<file path="config.mk">
export PLATFORM = sky130hd
export DESIGN_NAME = goal_sram_arbiter
export DESIGN_NICKNAME = d
export VERILOG_FILES = /design/src/rtl/goal_sram_arbiter.sv
export SDC_FILE = /design/constraint.sdc
export NUM_CORES = 1
export LEC_CHECK = 0
export BUFFER_PORTS_ARGS = -buffer_cell sky130_fd_sc_hd__buf_2
export CAP_MARGIN = 25
export CORE_MARGIN = 5
export CORE_UTILIZATION = 49
export DETAILED_ROUTE_END_ITERATION = 8
export PLACE_DENSITY = 0.85
export SYNTH_ARGS = -nofsm -noshare
export SYNTH_HDL_FRONTEND = slang
export SYNTH_SLANG_ARGS = --single-unit
</file>
<file path="constraint.sdc">
create_clock -name clk -period 3.7 [get_ports clk]
set_input_delay 0.74 -clock clk [delete_from_list [all_inputs] [get_ports clk]]
set_output_delay 0.74 -clock clk [all_outputs]
set_load 0.005 [all_outputs]
</file>
<file path="src/rtl/goal_sram_arbiter.sv">
// Two-requester round-robin arbiter in front of a single-port synchronous SRAM.
// Each command runs a fixed four-state sequence (IDLE, ACCESS, WAIT, DONE), so
// every transaction completes three cycles after its request is sampled.
// Addresses at or above DEPTH finish with an error flag and never reach the SRAM.
module goal_sram_arbiter #(
    parameter int ADDR_W = 6,
    parameter int DATA_W = 16,
    parameter int DEPTH  = 34
) (
    input  logic                  clk,
    input  logic                  reset,

    input  logic                  m0_req,
    input  logic                  m0_write,
    input  logic [ADDR_W-1:0]     m0_addr,
    input  logic [DATA_W-1:0]     m0_wdata,
    input  logic [DATA_W/8-1:0]   m0_byteen,
    output logic                  m0_done,
    output logic [DATA_W-1:0]     m0_rdata,
    output logic                  m0_err,

    input  logic                  m1_req,
    input  logic                  m1_write,
    input  logic [ADDR_W-1:0]     m1_addr,
    input  logic [DATA_W-1:0]     m1_wdata,
    input  logic [DATA_W/8-1:0]   m1_byteen,
    output logic                  m1_done,
    output logic [DATA_W-1:0]     m1_rdata,
    output logic                  m1_err,

    output logic [ADDR_W-1:0]     sram_address,
    output logic                  sram_chipselect,
    output logic                  sram_write,
    output logic [DATA_W/8-1:0]   sram_byteenable,
    output logic [DATA_W-1:0]     sram_writedata,
    output logic                  sram_clken,
    input  logic [DATA_W-1:0]     sram_readdata,

    output logic                  busy
);

    localparam int BE_W = DATA_W / 8;

    typedef enum logic [1:0] {
        S_IDLE   = 2'd0,
        S_ACCESS = 2'd1,
        S_WAIT   = 2'd2,
        S_DONE   = 2'd3
    } state_t;

    state_t              r_state;
    state_t              w_state_nxt;

    // r_last_gnt = 1 means m1 held the most recent grant, so m0 wins the next tie.
    logic                r_last_gnt;
    logic                r_gnt;
    logic                r_write;
    logic [ADDR_W-1:0]   r_addr;
    logic [DATA_W-1:0]   r_wdata;
    logic [BE_W-1:0]     r_byteen;
    logic                r_oor;
    logic [DATA_W-1:0]   r_rdata0;
    logic [DATA_W-1:0]   r_rdata1;

    logic                w_any_req;
    logic                w_gnt_sel;
    logic                w_sel_write;
    logic [ADDR_W-1:0]   w_sel_addr;
    logic [DATA_W-1:0]   w_sel_wdata;
    logic [BE_W-1:0]     w_sel_byteen;
    logic                w_sram_sel;
    logic                w_capture;
    logic [DATA_W-1:0]   w_read_value;

    // Word address lies inside the populated part of the SRAM.
    function automatic logic f_in_range(input logic [ADDR_W-1:0] addr);
        return (32'(addr) < DEPTH);
    endfunction

    // Out-of-range reads return zero instead of whatever the SRAM bus carries.
    function automatic logic [DATA_W-1:0] f_read_value(input logic oor,
                                                       input logic [DATA_W-1:0] rd);
        return oor ? '0 : rd;
    endfunction

    // Round-robin pick between the two requesters and mux the winner's command.
    always_comb begin
        w_any_req = m0_req | m1_req;
        if (m0_req && m1_req) begin
            w_gnt_sel = ~r_last_gnt;
        end else begin
            w_gnt_sel = m1_req;
        end
        if (w_gnt_sel) begin
            w_sel_write  = m1_write;
            w_sel_addr   = m1_addr;
            w_sel_wdata  = m1_wdata;
            w_sel_byteen = m1_byteen;
        end else begin
            w_sel_write  = m0_write;
            w_sel_addr   = m0_addr;
            w_sel_wdata  = m0_wdata;
            w_sel_byteen = m0_byteen;
        end
    end

    // State register.
    always_ff @(posedge clk or posedge reset) begin
        if (reset) begin
            r_state <= S_IDLE;
        end else begin
            r_state <= w_state_nxt;
        end
    end

    // Next-state and control decode; SRAM strobes are purely combinational so
    // an asynchronous reset drops them in the same cycle.
    always_comb begin
        w_state_nxt     = r_state;
        w_sram_sel      = 1'b0;
        sram_chipselect = 1'b0;
        sram_write      = 1'b0;
        m0_done         = 1'b0;
        m1_done         = 1'b0;
        m0_err          = 1'b0;
        m1_err          = 1'b0;
        busy            = 1'b1;
        w_capture       = 1'b0;
        case (r_state)
            S_IDLE: begin
                busy = 1'b0;
                if (w_any_req) begin
                    w_state_nxt = S_ACCESS;
                end
            end
            S_ACCESS: begin
                w_sram_sel      = ~r_oor;
                sram_chipselect = w_sram_sel;
                sram_write      = w_sram_sel & r_write;
                w_state_nxt     = S_WAIT;
            end
            S_WAIT: begin
                w_capture   = ~r_write;
                w_state_nxt = S_DONE;
            end
            S_DONE: begin
                m0_done     = ~r_gnt;
                m1_done     = r_gnt;
                m0_err      = ~r_gnt & r_oor;
                m1_err      = r_gnt & r_oor;
                w_state_nxt = S_IDLE;
            end
            default: begin
                w_state_nxt = S_IDLE;
            end
        endcase
    end

    // Latch the granted command in IDLE; it stays fixed for the whole transaction.
    always_ff @(posedge clk or posedge reset) begin
        if (reset) begin
            r_last_gnt <= 1'b1;
            r_gnt      <= 1'b0;
            r_write    <= 1'b0;
            r_addr     <= '0;
            r_wdata    <= '0;
            r_byteen   <= '0;
            r_oor      <= 1'b0;
        end else if (r_state == S_IDLE && w_any_req) begin
            r_last_gnt <= w_gnt_sel;
            r_gnt      <= w_gnt_sel;
            r_write    <= w_sel_write;
            r_addr     <= w_sel_addr;
            r_wdata    <= w_sel_wdata;
            r_byteen   <= w_sel_byteen;
            r_oor      <= ~f_in_range(w_sel_addr);
        end
    end

    assign w_read_value = f_read_value(r_oor, sram_readdata);

    // Capture read data for the granted requester as WAIT closes; writes leave it alone.
    always_ff @(posedge clk or posedge reset) begin
        if (reset) begin
            r_rdata0 <= '0;
            r_rdata1 <= '0;
        end else if (w_capture) begin
            if (r_gnt) begin
                r_rdata1 <= w_read_value;
            end else begin
                r_rdata0 <= w_read_value;
            end
        end
    end

    assign sram_address    = r_addr;
    assign sram_byteenable = r_byteen;
    assign sram_writedata  = r_wdata;
    assign sram_clken      = 1'b1;
    assign m0_rdata        = r_rdata0;
    assign m1_rdata        = r_rdata1;

endmodule

</file>
==> results.yml <==
run_status:
  status: "completed"
worst_setup_path:
  ff2ff_setup_slack_ns: 1.73
  endpoint_kind: "primary output"
  cp_slowest_cell: "dfrtp_1"
  startpoint: "r_oor"
  crit_path_end: "sram_write"
  reg2reg_depth: 5
  regToRegEndpoint: "m0_rdata[15]"
  critPathRequiredTime_ns: 2.96
  cp_max_fo: 20
  path_class: "reg -> out"
  worst_setup_path_start_kind: "flop"
  cpPeakStageDelay_ns: 0.70
  worstPathArrival_ns: 1.45
  reg2reg_from: "r_state[0]"
  cp_cell_sequence: "nor2b_1 > and2_1 > buf_2"
logic_synthesis:
  syn_avg_cell_area_um2: 10.21
  synth-main-ff-cell: "dfrtp_1"
  syn_inst: 271
  syn-num-nets: 346
  yosysWarnings: 0
  synth_seq_cells: 62
  async_flop_share_pct: 100.0
  synthesis.area_um2: 2768
  ys_types: 29
  synth-seq-area-share_pct: 56.10
  synth_edf_count: 0
floorplan:
  die_h_um: 85.16
  die-area_um2: 7251
  fp-row-count: 27
  ios: 134
  design.core.area_um2: 5507
  die_w_um: 85.16
  initial_core_util_pct: 50.26
global_route:
  antenna_found_initial: 0
  grt.total_usage_pct: 18.83
  grt.overflow.total: 0
  first_global_vias: 2340
  grt_pass1_wl_mm: 10.82
  grt_max_degree: 52
drt:
  vias: 2370
  wl_per_cell_um: 13.76
  ant_nets: 0
  first_pass_iters: 5
  vias_per_cell: 4.958
  routed_wl_mm: 6.578
  drt_iter0_drc: 63
  drcViolationCount: 0
clock_network:
  ctsHoldBuffers: 0
  ctsRootBufferMaster: "clkbuf_8"
  clk_path_buf_depth: 2
  path_clk_slew_ns: 0.07
  ctsResizeCount: 0
  clock_latency_ns: 0.32
  numClockSinks: 62
  postCtsSetupBuffers: 0
  cts_tree: "yes"
  htreeDepth: 3
  numCtsBuffers: 9
timing:
  finalSetupTns_ns: 0
  setup-violations-final: 0
  skew_ns: 0.008949
  max_freq_ghz: 0.4573
  slew_headroom_pct: 32.74
  period_share_pct: 59.10
  hold_violations: 0
  worst_pin_slew_ns: 1.009
  rsz0062_at_grt: "false"
  maxSlewViolCount: 0
  fin_crit_ns: 2.187
layout:
  fin_nets: 476
  area_growth_pct: 34.67
  design_area_um2: 3727
  n_fill_cell: 416
  stdcell_count: 478
  num_antenna_cells: 0
  final_common_cell: "buf_2"
  multiInputGateArea_um2: 1094
  drive_above_1_share_pct: 38.42
  regArea_um2: 1553
  layout_common_cells: "buf_2, dfrtp_1, nand2_1, o21ai_1, mux2i_1"
  final_util_pct: 67.69
power:
  pwr-share-comb_pct: 37.2
  vdd_drop_max_mv: 0.4748
  power_density_nw_per_um2: 801.5
  p_seq_share_pct: 40.1
  p_int_uw: 1967
  p_total_uw: 2988
  p_clk_share_pct: 22.7
  leakagePower_uw: 0.002050
  p_sw_uw: 1021
  netSwitchingFraction_pct: 34.18
place:
  place_area_um2: 3466
  io_buffers: 132
  globalplace.congestion: 0.7622
  dpl.cell_count: 461
  dp_hpwl_mm: 4.943
job:
  drv_cap: 0
hold_path:
  hold_path.class: "in -> async"
## sequential cells by signal, summed over array words and instances (netlist names)
name             flops
r_oor                1
m1_rdata            16
r_last_gnt           1
r_state              2
sram_byteenable      2
sram_address         6
sram_writedata      16
r_write              1
m0_rdata            16
r_gnt                1
## per-stage QoR
step                hold WS [ns]  setup slack, ns
floorplan                 0.4733            1.420
global placement          0.4555            1.426
detailed placement        0.4699            1.351
CTS                       0.4329            1.462
global route              0.4540            1.343
finish                    0.4284            1.513
## area by class of cell
type,instances,area share (%)
Sequential cell,62,41.66
Multi-Input combinational cell,186,29.34
Timing Repair Buffer,137,19.81
Clock buffer,13,4.532
Tap cell,72,2.417
Clock inverter,3,1.746
Inverter,5,0.5035
## critical path, delay by kind of cell (launching register included)
family / cells / cell delay, ns
flops: 1 / 0.70
simple gates: 2 / 0.30
buf+inv: 1 / 0.12
## cells by family after synthesis
| group | after synthesis | synth area share [%] |
|---|---|---|
| other | 1 | 0.1355 |
| and+or+nand+nor | 90 | 15.24 |
| AOI/OAI and AO/OA | 65 | 12.39 |
| adders and majority gates | 5 | 2.260 |
| muxes | 25 | 9.087 |
| DFF | 62 | 56.10 |
| buffers and inverters | 23 | 4.792 |
## layer usage
layer,share of wire [%],track usage (%),up-vias
li1,-,-,1168
met1,42,24.34,1077
met2,46,28.88,118
met3,11,7.573,7
met4,0.82,6.331,0
met5,0,0,-
## power by group through the flow
stage	clock network (µW)	registers (µW)	logic, µW
global placement	0	1200	1050
detailed placement	0	1210	1100
CTS	692	1200	1100
finish	678	1200	1110
floorplan	0	1190	641
global route	727	1250	1250
## Yosys cell counts (all sizes together), types with 2 or more instances
library cell  instances  share of area (%)
nor4                  2               0.45
nand2b               17                3.8
o21ai                58                 10
nand2                60                8.1
and2                  3               0.68
a21oi                 2               0.36
clkbuf                8                1.1
mux2i                24                8.7
dfrtp                61                 55
buf                  10                3.0
nor2b                 3               0.68
ha                    5                2.3
inv                   5               0.68
## how the worst min path moves through the flow
stage	start	to
after floorplan	m1_rdata[14]	m1_rdata[14]
after global placement	sram_address[5]	sram_address[5]
after detailed placement	m1_rdata[14]	m1_rdata[14]
after CTS	reset	sram_writedata[11]
after global routing	reset	sram_writedata[6]
final	reset	sram_writedata[6]
(Power assumes the default switching activity.)
